==> src/rtl/rv_mem_stage.sv <==
// rtl/rv_mem_stage.sv - RISC-V memory stage: stage register, req/ack data bus access, load/store lane handling
module rv_mem_stage #(
    parameter int DBUS_TIMEOUT = 255
) (
    input  logic        i_clk,
    input  logic        i_reset,
    input  logic        i_flush,
    input  logic [31:0] i_alu_result,
    input  logic        i_reg_write,
    input  logic        i_mem_read,
    input  logic        i_mem_write,
    input  logic [4:0]  i_rd,
    input  logic [29:0] i_pc_p4,
    input  logic [1:0]  i_res_src,
    input  logic [2:0]  i_funct3,
    input  logic [31:0] i_rs2_val,
    output logic        o_dbus_req,
    output logic        o_dbus_we,
    output logic [29:0] o_dbus_addr,
    output logic [3:0]  o_dbus_be,
    output logic [31:0] o_dbus_wdata,
    input  logic        i_dbus_ack,
    input  logic [31:0] i_dbus_rdata,
    output logic        o_stall,
    output logic [31:0] o_result,
    output logic        o_reg_write,
    output logic [4:0]  o_rd,
    output logic        o_misaligned,
    output logic        o_bus_err
);
    localparam int CW = (DBUS_TIMEOUT > 1) ? $clog2(DBUS_TIMEOUT + 1) : 1;

    typedef enum logic {S_IDLE, S_BUS} state_t;
    state_t state, state_nxt;

    logic [CW-1:0] cnt, cnt_nxt;
    logic [31:0]   r_alu;
    logic          r_reg_write;
    logic          r_mem_write;
    logic [4:0]    r_rd;
    logic [29:0]   r_pc_p4;
    logic [1:0]    r_res_src;
    logic [2:0]    r_funct3;
    logic [31:0]   r_rs2;
    logic          r_mis;

    logic          busy, timeout, in_mis, in_mem;
    logic [3:0]    be_calc;
    logic [7:0]    ld_byte;
    logic [15:0]   ld_half;
    logic [31:0]   ld_data;

    // Misalignment is judged on the incoming instruction so a bad access never reaches BUS
    always_comb begin
        in_mem = i_mem_read | i_mem_write;
        in_mis = in_mem & (((i_funct3[1:0] == 2'b01) & i_alu_result[0]) |
                           (i_funct3[1] & (i_alu_result[1:0] != 2'b00)));
    end

    always_comb begin
        busy       = (state == S_BUS);
        timeout    = (DBUS_TIMEOUT != 0) && busy && (cnt == CW'(DBUS_TIMEOUT));
        o_dbus_req = busy & ~timeout;
        o_stall    = busy & ~i_dbus_ack & ~timeout;
    end

    always_comb begin
        state_nxt = state;
        cnt_nxt   = '0;
        if (o_stall) begin
            cnt_nxt = cnt + 1'b1;
        end else if (!i_flush && in_mem && !in_mis) begin
            state_nxt = S_BUS;
        end else begin
            state_nxt = S_IDLE;
        end
    end

    always_ff @(posedge i_clk or posedge i_reset) begin
        if (i_reset) begin
            state <= S_IDLE;
            cnt   <= '0;
        end else begin
            state <= state_nxt;
            cnt   <= cnt_nxt;
        end
    end

    always_ff @(posedge i_clk or posedge i_reset) begin
        if (i_reset) begin
            r_alu       <= '0;
            r_reg_write <= 1'b0;
            r_mem_write <= 1'b0;
            r_rd        <= '0;
            r_pc_p4     <= '0;
            r_res_src   <= '0;
            r_funct3    <= '0;
            r_rs2       <= '0;
            r_mis       <= 1'b0;
        end else if (!o_stall) begin
            if (i_flush) begin
                r_alu       <= '0;
                r_reg_write <= 1'b0;
                r_mem_write <= 1'b0;
                r_rd        <= '0;
                r_pc_p4     <= '0;
                r_res_src   <= '0;
                r_funct3    <= '0;
                r_rs2       <= '0;
                r_mis       <= 1'b0;
            end else begin
                r_alu       <= i_alu_result;
                r_reg_write <= i_reg_write;
                r_mem_write <= i_mem_write;
                r_rd        <= i_rd;
                r_pc_p4     <= i_pc_p4;
                r_res_src   <= i_res_src;
                r_funct3    <= i_funct3;
                r_rs2       <= i_rs2_val;
                r_mis       <= in_mis;
            end
        end
    end

    always_comb begin
        be_calc      = 4'b1111;
        o_dbus_wdata = r_rs2;
        case (r_funct3[1:0])
            2'b00: begin
                be_calc      = 4'b0001 << r_alu[1:0];
                o_dbus_wdata = {4{r_rs2[7:0]}};
            end
            2'b01: begin
                be_calc      = 4'b0011 << r_alu[1:0];
                o_dbus_wdata = {2{r_rs2[15:0]}};
            end
            default: ;
        endcase
        o_dbus_addr = r_alu[31:2];
        o_dbus_be   = o_dbus_req ? be_calc : 4'b0000;
        o_dbus_we   = o_dbus_req & r_mem_write;
    end

    always_comb begin
        ld_byte = i_dbus_rdata[7:0];
        case (r_alu[1:0])
            2'b01:   ld_byte = i_dbus_rdata[15:8];
            2'b10:   ld_byte = i_dbus_rdata[23:16];
            2'b11:   ld_byte = i_dbus_rdata[31:24];
            default: ;
        endcase
        ld_half = r_alu[1] ? i_dbus_rdata[31:16] : i_dbus_rdata[15:0];
        case (r_funct3)
            3'b000:  ld_data = {{24{ld_byte[7]}}, ld_byte};
            3'b001:  ld_data = {{16{ld_half[15]}}, ld_half};
            3'b100:  ld_data = {24'h0, ld_byte};
            3'b101:  ld_data = {16'h0, ld_half};
            default: ld_data = i_dbus_rdata;
        endcase
    end

    always_comb begin
        case (r_res_src)
            2'd1:    o_result = ld_data;
            2'd2:    o_result = {r_pc_p4, 2'b00};
            default: o_result = r_alu;
        endcase
        o_reg_write  = r_reg_write & ~o_stall & ~r_mis & ~timeout;
        o_rd         = r_rd;
        o_misaligned = r_mis;
        o_bus_err    = timeout;
    end
endmodule
==> config.mk <==
export PLATFORM = sky130hd
export DESIGN_NAME = rv_mem_stage
export DESIGN_NICKNAME = d
export VERILOG_FILES = /design/src/rtl/rv_mem_stage.sv
export SDC_FILE = /design/constraint.sdc
export NUM_CORES = 1
export LEC_CHECK = 0
export ABC_AREA = 0
export CAP_MARGIN = 40
export CORE_MARGIN = 2
export CORE_UTILIZATION = 40
export CTS_CLUSTER_DIAMETER = 60
export DETAILED_ROUTE_END_ITERATION = 7
export PLACE_DENSITY = 0.74
export SETUP_SLACK_MARGIN = 0.1
export SYNTH_ARGS = -nofsm -noshare
export SYNTH_HDL_FRONTEND = slang
export SYNTH_SLANG_ARGS = --single-unit
==> constraint.sdc <==
create_clock -name i_clk -period 10.9 [get_ports i_clk]
set_input_delay 2.725 -clock i_clk [delete_from_list [all_inputs] [get_ports i_clk]]
set_output_delay 2.725 -clock i_clk [all_outputs]
set_load 0.01 [all_outputs]
### After elaboration in Yosys (flattened, before gate mapping)

Cells that the tools add are included.

* add/sub/neg operators: 1
* bitwise gates (word level): 16
* reduce and logical (&&, ||, !) cells: 8
* eq/ne operators: 11
* mux-type cells: 18
* shift operators: 2

Operators with widths (count)
* $pmux W32 S2: 2
* $pmux W32 S4: 1
* $mux W32: 2
* $mux W30: 1
* $pmux W8 S3: 1
* $mux W16: 1
* $and A1 B1 Y1: 10
* $add A8 B1 Y8 const B: 1
* $eq A2 B1 Y1 const B: 4
* $eq A8 B8 Y1 const B: 1
* $mux W8: 1
* $pmux W4 S2: 1
* $eq A2 B2 Y1 const B: 3
* $eq A3 B3 Y1 const B: 2
* $mux W5: 1
* $mux W1: 4
* $mux W4: 1
* $not A1 Y1: 4
* $shl A1 B2 Y4 const A: 1
* $shl A2 B2 Y4 const A: 1
* $eq A3 B1 Y1 const B: 1
* $logic_and A1 B1 Y1: 3
* $logic_not A3 Y1: 1
* $mux W3: 1
* 5 further kinds: 7

* register bits: 116
* bits of input ports: 143

### Depth between registers and ports, before layout

* word-level depth: 8
* depth in mapped cells: 8

### Worst setup path after synthesis

OpenSTA, ideal clock, no wires.

* kind: in2out
* start: input i_dbus_rdata[31]
* end: output o_result[10]
* arrival time: 3891 ps
* slack: 4284 ps
* stages on the path: 4
* required time: 8175 ps
* cells stage by stage: mux4_2 -> nor2b_1 -> o31ai_2 -> o221ai_1

* cells in the longest elaborated chain, start to end: 3

RTL lines
* start, declared: RTL line 23 `input logic [31:0] i_dbus_rdata,`
* $pmux W8 S3: RTL line 146 `case (r_alu[1:0])`
* $pmux W32 S4: RTL line 153 `case (r_funct3)`
* $pmux W32 S2: RTL line 163 `case (r_res_src)`
* end, declared: RTL line 25 `output logic [31:0] o_result,`

No other way between the ends.

### Worst setup path after layout

* start: input i_dbus_rdata[23]
* end: output o_result[9]

The elaborated chain is that of the path after synthesis.

==> metrics.md <==
| Metric | Value |
|---|---|
| Share of the synthesized area in the top cell type | 0.4212 |
| Switching share of power | 0.2595 |
| Number of diodes added for antenna fixing | 0 |
| Post-DP HPWL | 15.33 mm |
| Gate count of the mapped netlist | 661 |
| Starting DRT DRC Count | 447 |
| Hold buffers post-CTS | 0 |
| Clk sinks | 116 |
| Setup repair after global routing missed its margin | no |
| Fmax achieved | 0.1254 GHz |
| Logic pwr share | 0.238 |
| FP Rows | 47 |
| Crit share post-route | 0.7314 |
| Synthesized flop and latch total | 116 |
| YS warnings | 0 |
| Post-synth net total | 807 |
| Total power consumption of the routed design | 1.489 mW |
| Detail-routed via count per cell | 5.332 |
| Core area | 16700 um^2 |
| First-pass GRT wire length | 33.25 mm |
| CTS tree | built |
| Proportion of power drawn by the clock network | 0.429 |
| Most common library cells after synthesis | sky130_fd_sc_hd__mux2_2 (117), sky130_fd_sc_hd__dfrtp_1 (116), sky130_fd_sc_hd__nor2b_1 (110) |
| Clock transition time at the flip-flop clock pins of the worst setup and hold paths | 50 ps |
| Worst clock skew on the final layout | 6.103 ps |
| Wire length per cell after detailed routing | 19.85 um |
| Level count of the clock H-tree | 4 |
| Data required, critical path | 8180 ps |
| Post-Route WL | 21.57 mm |
| Mean instance size in the synthesized netlist | 10.43 um^2 |
| Root Buffer Master | sky130_fd_sc_hd__clkbuf_16 |
| Via count of the first global-routing pass | 5790 |
| Die footprint | 18300 um^2 |
| Horiz. Die Dim | 135.3 um |
| Critical path cell sequence | clkdlybuf4s50_1, mux4_2, nor2b_1, o31ai_2, o221ai_1, clkdlybuf4s50_1 |
| Overall global routing resource usage | 0.2389 |
| Sequential fraction of the synthesis area | 0.4212 |
| Critical-path top delay cell | sky130_fd_sc_hd__clkdlybuf4s50_1 |
| Ys async rst share | 1.000 |
| Crit path DAT | 5250 ps |
| Leakage | 4.188 nW |
| CP startpoint kind | input port |
| Post-synth design cell area | 6892 um^2 |
| Final hold violations | 0 |
| Post-route DRC violation count | 0 |
| Final Setup Violations | 0 |
| GR Overflow Total | 0 |
| Part of the total power dissipated in sequential elements | 0.333 |
| RePlAce Congestion | 0.8207 |
| Leading post-synthesis cells by cell area | sky130_fd_sc_hd__dfrtp_1 (42%), sky130_fd_sc_hd__mux2_2 (19%), sky130_fd_sc_hd__nor2b_1 (10%), sky130_fd_sc_hd__buf_4 (4.4%), sky130_fd_sc_hd__nand2_1 (2.8%) |
| Pin count of the biggest net entering global routing | 63 |
| Fin. max-slew vios | 0 |
| Post-cts resize count | 0 |
| Cell-internal power | 1.102 mW |
| Clock network latency to the later pin of the worst-skew pair | 410 ps |
| Power spent charging and discharging nets | 0.3863 mW |
| Largest fanout of any net on the critical path | 8 |
| Final worst path period need | 7972 ps |
| Status | complete, no violations |
| Max Buffers Root-to-Sink | 2 |
| Delay of the slowest cell on the worst path | 540 ps |
| Dominant synthesized flop cell | sky130_fd_sc_hd__dfrtp_1 |
| Type of the worst setup path | input port to output pin |
| Relative slew margins | 0.4351 |
| Number of search-and-repair iterations in the first detailed-routing pass | 8 |
| Number of buffers inserted to repair setup after CTS | 0 |
| Post-route ant nets | 0 |
| Chip height | 135.3 um |
| Worst vdd ir | 0.00009813 V |
| Filler cells | 1441 |
| Boundary pin count | 252 |
| Initial standard-cell utilization of the core | 0.4126 |
| Ratio of total power to cell area | 149.3 nW/um^2 |
| Number of antenna violations at the first check in global routing | 0 |
| Layout cell share with drive strength beyond 1 | 0.1972 |
| Maximum capacitance violations | 0 |
| Number of clock buffers inserted by TritonCTS | 17 |
| Critical path's most frequent cell | sky130_fd_sc_hd__clkdlybuf4s50_1 |
| Critical path endpoint category | output pin |
| Total negative slack for setup checks | 0 ps |
| Type of the most critical hold path | flip-flop to flip-flop |
| Number of distinct library cell variants in the gate-level netlist after synthesis | 44 |
| Synth-to-Final Area Change | 44.66% |
| Number of buffers added on ports | 251 |
| Vias after detailed routing | 5796 |
| Layout Nets | 1000 |
| Transition time at the pin with the least slew margin | 847.4 ps |
| Cell type contributing the most total cell area after synthesis | sky130_fd_sc_hd__dfrtp_1 |
| Number of synthesized flops with an enable pin | 0 |
| Most frequently used cell type in the post-synthesis netlist | sky130_fd_sc_hd__mux2_2 |
power groups by stage:
stage | clock [mW] | combinational [mW] | sequential (mW)
floorplan | 0 | 0.191 | 0.489
finish | 0.639 | 0.354 | 0.495
global route | 0.673 | 0.380 | 0.500
global placement | 0 | 0.342 | 0.506
detailed placement | 0 | 0.354 | 0.502
CTS | 0.648 | 0.357 | 0.495
worst max-delay path: cells and delay by family:
kind	cells	cell delay, ps
muxes	1	480
buffers and inverters	2	1070
and+or+nand+nor	1	150
AOI/OAI and AO/OA	2	820
sequential cells by signal, indices dropped and copies added, names as in the netlist:
signal / flops
cnt: 8
r_res_src: 2
r_rs2: 32
r_reg_write: 1
busy: 1
r_funct3: 3
r_pc_p4: 30
r_alu: 32
o_misaligned: 1
o_rd: 5
r_mem_write: 1
cell families after synthesis:
group	Yosys count	synth area share
AOI/OAI and AO/OA	100	0.1031
xor gates and xnor gates	6	0.007625
adders and majority gates	3	0.005447
buffers and inverters	96	0.08025
DFF	116	0.4212
muxes	135	0.2191
and+or+nand+nor	205	0.1632
cell type report:
type,count,area [um^2],share of cell area
Inverter,9,36.28,0.003640
Clock buffer,19,442.9,0.04443
Tap cell,220,275.3,0.02761
Sequential cell,116,2904,0.2913
Multi-Input combinational cell,449,3441,0.3451
Clock inverter,13,230.2,0.02309
Timing Repair Buffer,261,2640,0.2648
layout by cell type (no fill, tap or decap), drive strengths merged, types with 17 or more instances in the layout:
master and instances:
o21ai 30, clkbuf 19, mux2i 17, nor2 17, a21oi 17, nand2 51
dfrtp 116, nor2b 110, clkdlybuf4s50 250, mux2 117
metrics by stage:
stage               std cells  area [um^2]  setup slack, ps  hold WS (ps)  utilization
floorplan                 661         6892             4284         454.5            -
global placement         1051         9211             2997         477.3       0.5515
detailed placement       1055         9296             2958         482.0       0.5566
CTS                      1087         9970             2911         489.1       0.5969
global route             1087         9970             2814         519.8       0.5969
finish                   1087         9970             2928         489.1       0.5969
metal layers:
metal	global-route usage	wire, um	part of all wire	vias up
li1	-	-	-	2679
met1	0.3108	9172	0.43	2836
met2	0.3824	10170	0.47	252
met3	0.07295	1862	0.086	29
met4	0.07697	365	0.017	0
met5	0	0	0	-
final timing paths:
check / depth (start not counted) / slack [ps] / startpoint / to
hold / removal: 1 / 490 / cnt[0] / cnt[0]
max in group asynchronous: 3 / 6820 / i_reset / r_funct3[1]
min in group asynchronous: 2 / 2810 / i_reset / r_rs2[22]
setup / recovery: 6 / 2930 / i_dbus_rdata[23] / o_result[9]
hold reg to reg: 1 / 490 / cnt[0] / cnt[0]
setup reg to reg: 6 / 7460 / cnt[0] / r_alu[19]
(Power assumes the default switching activity.)
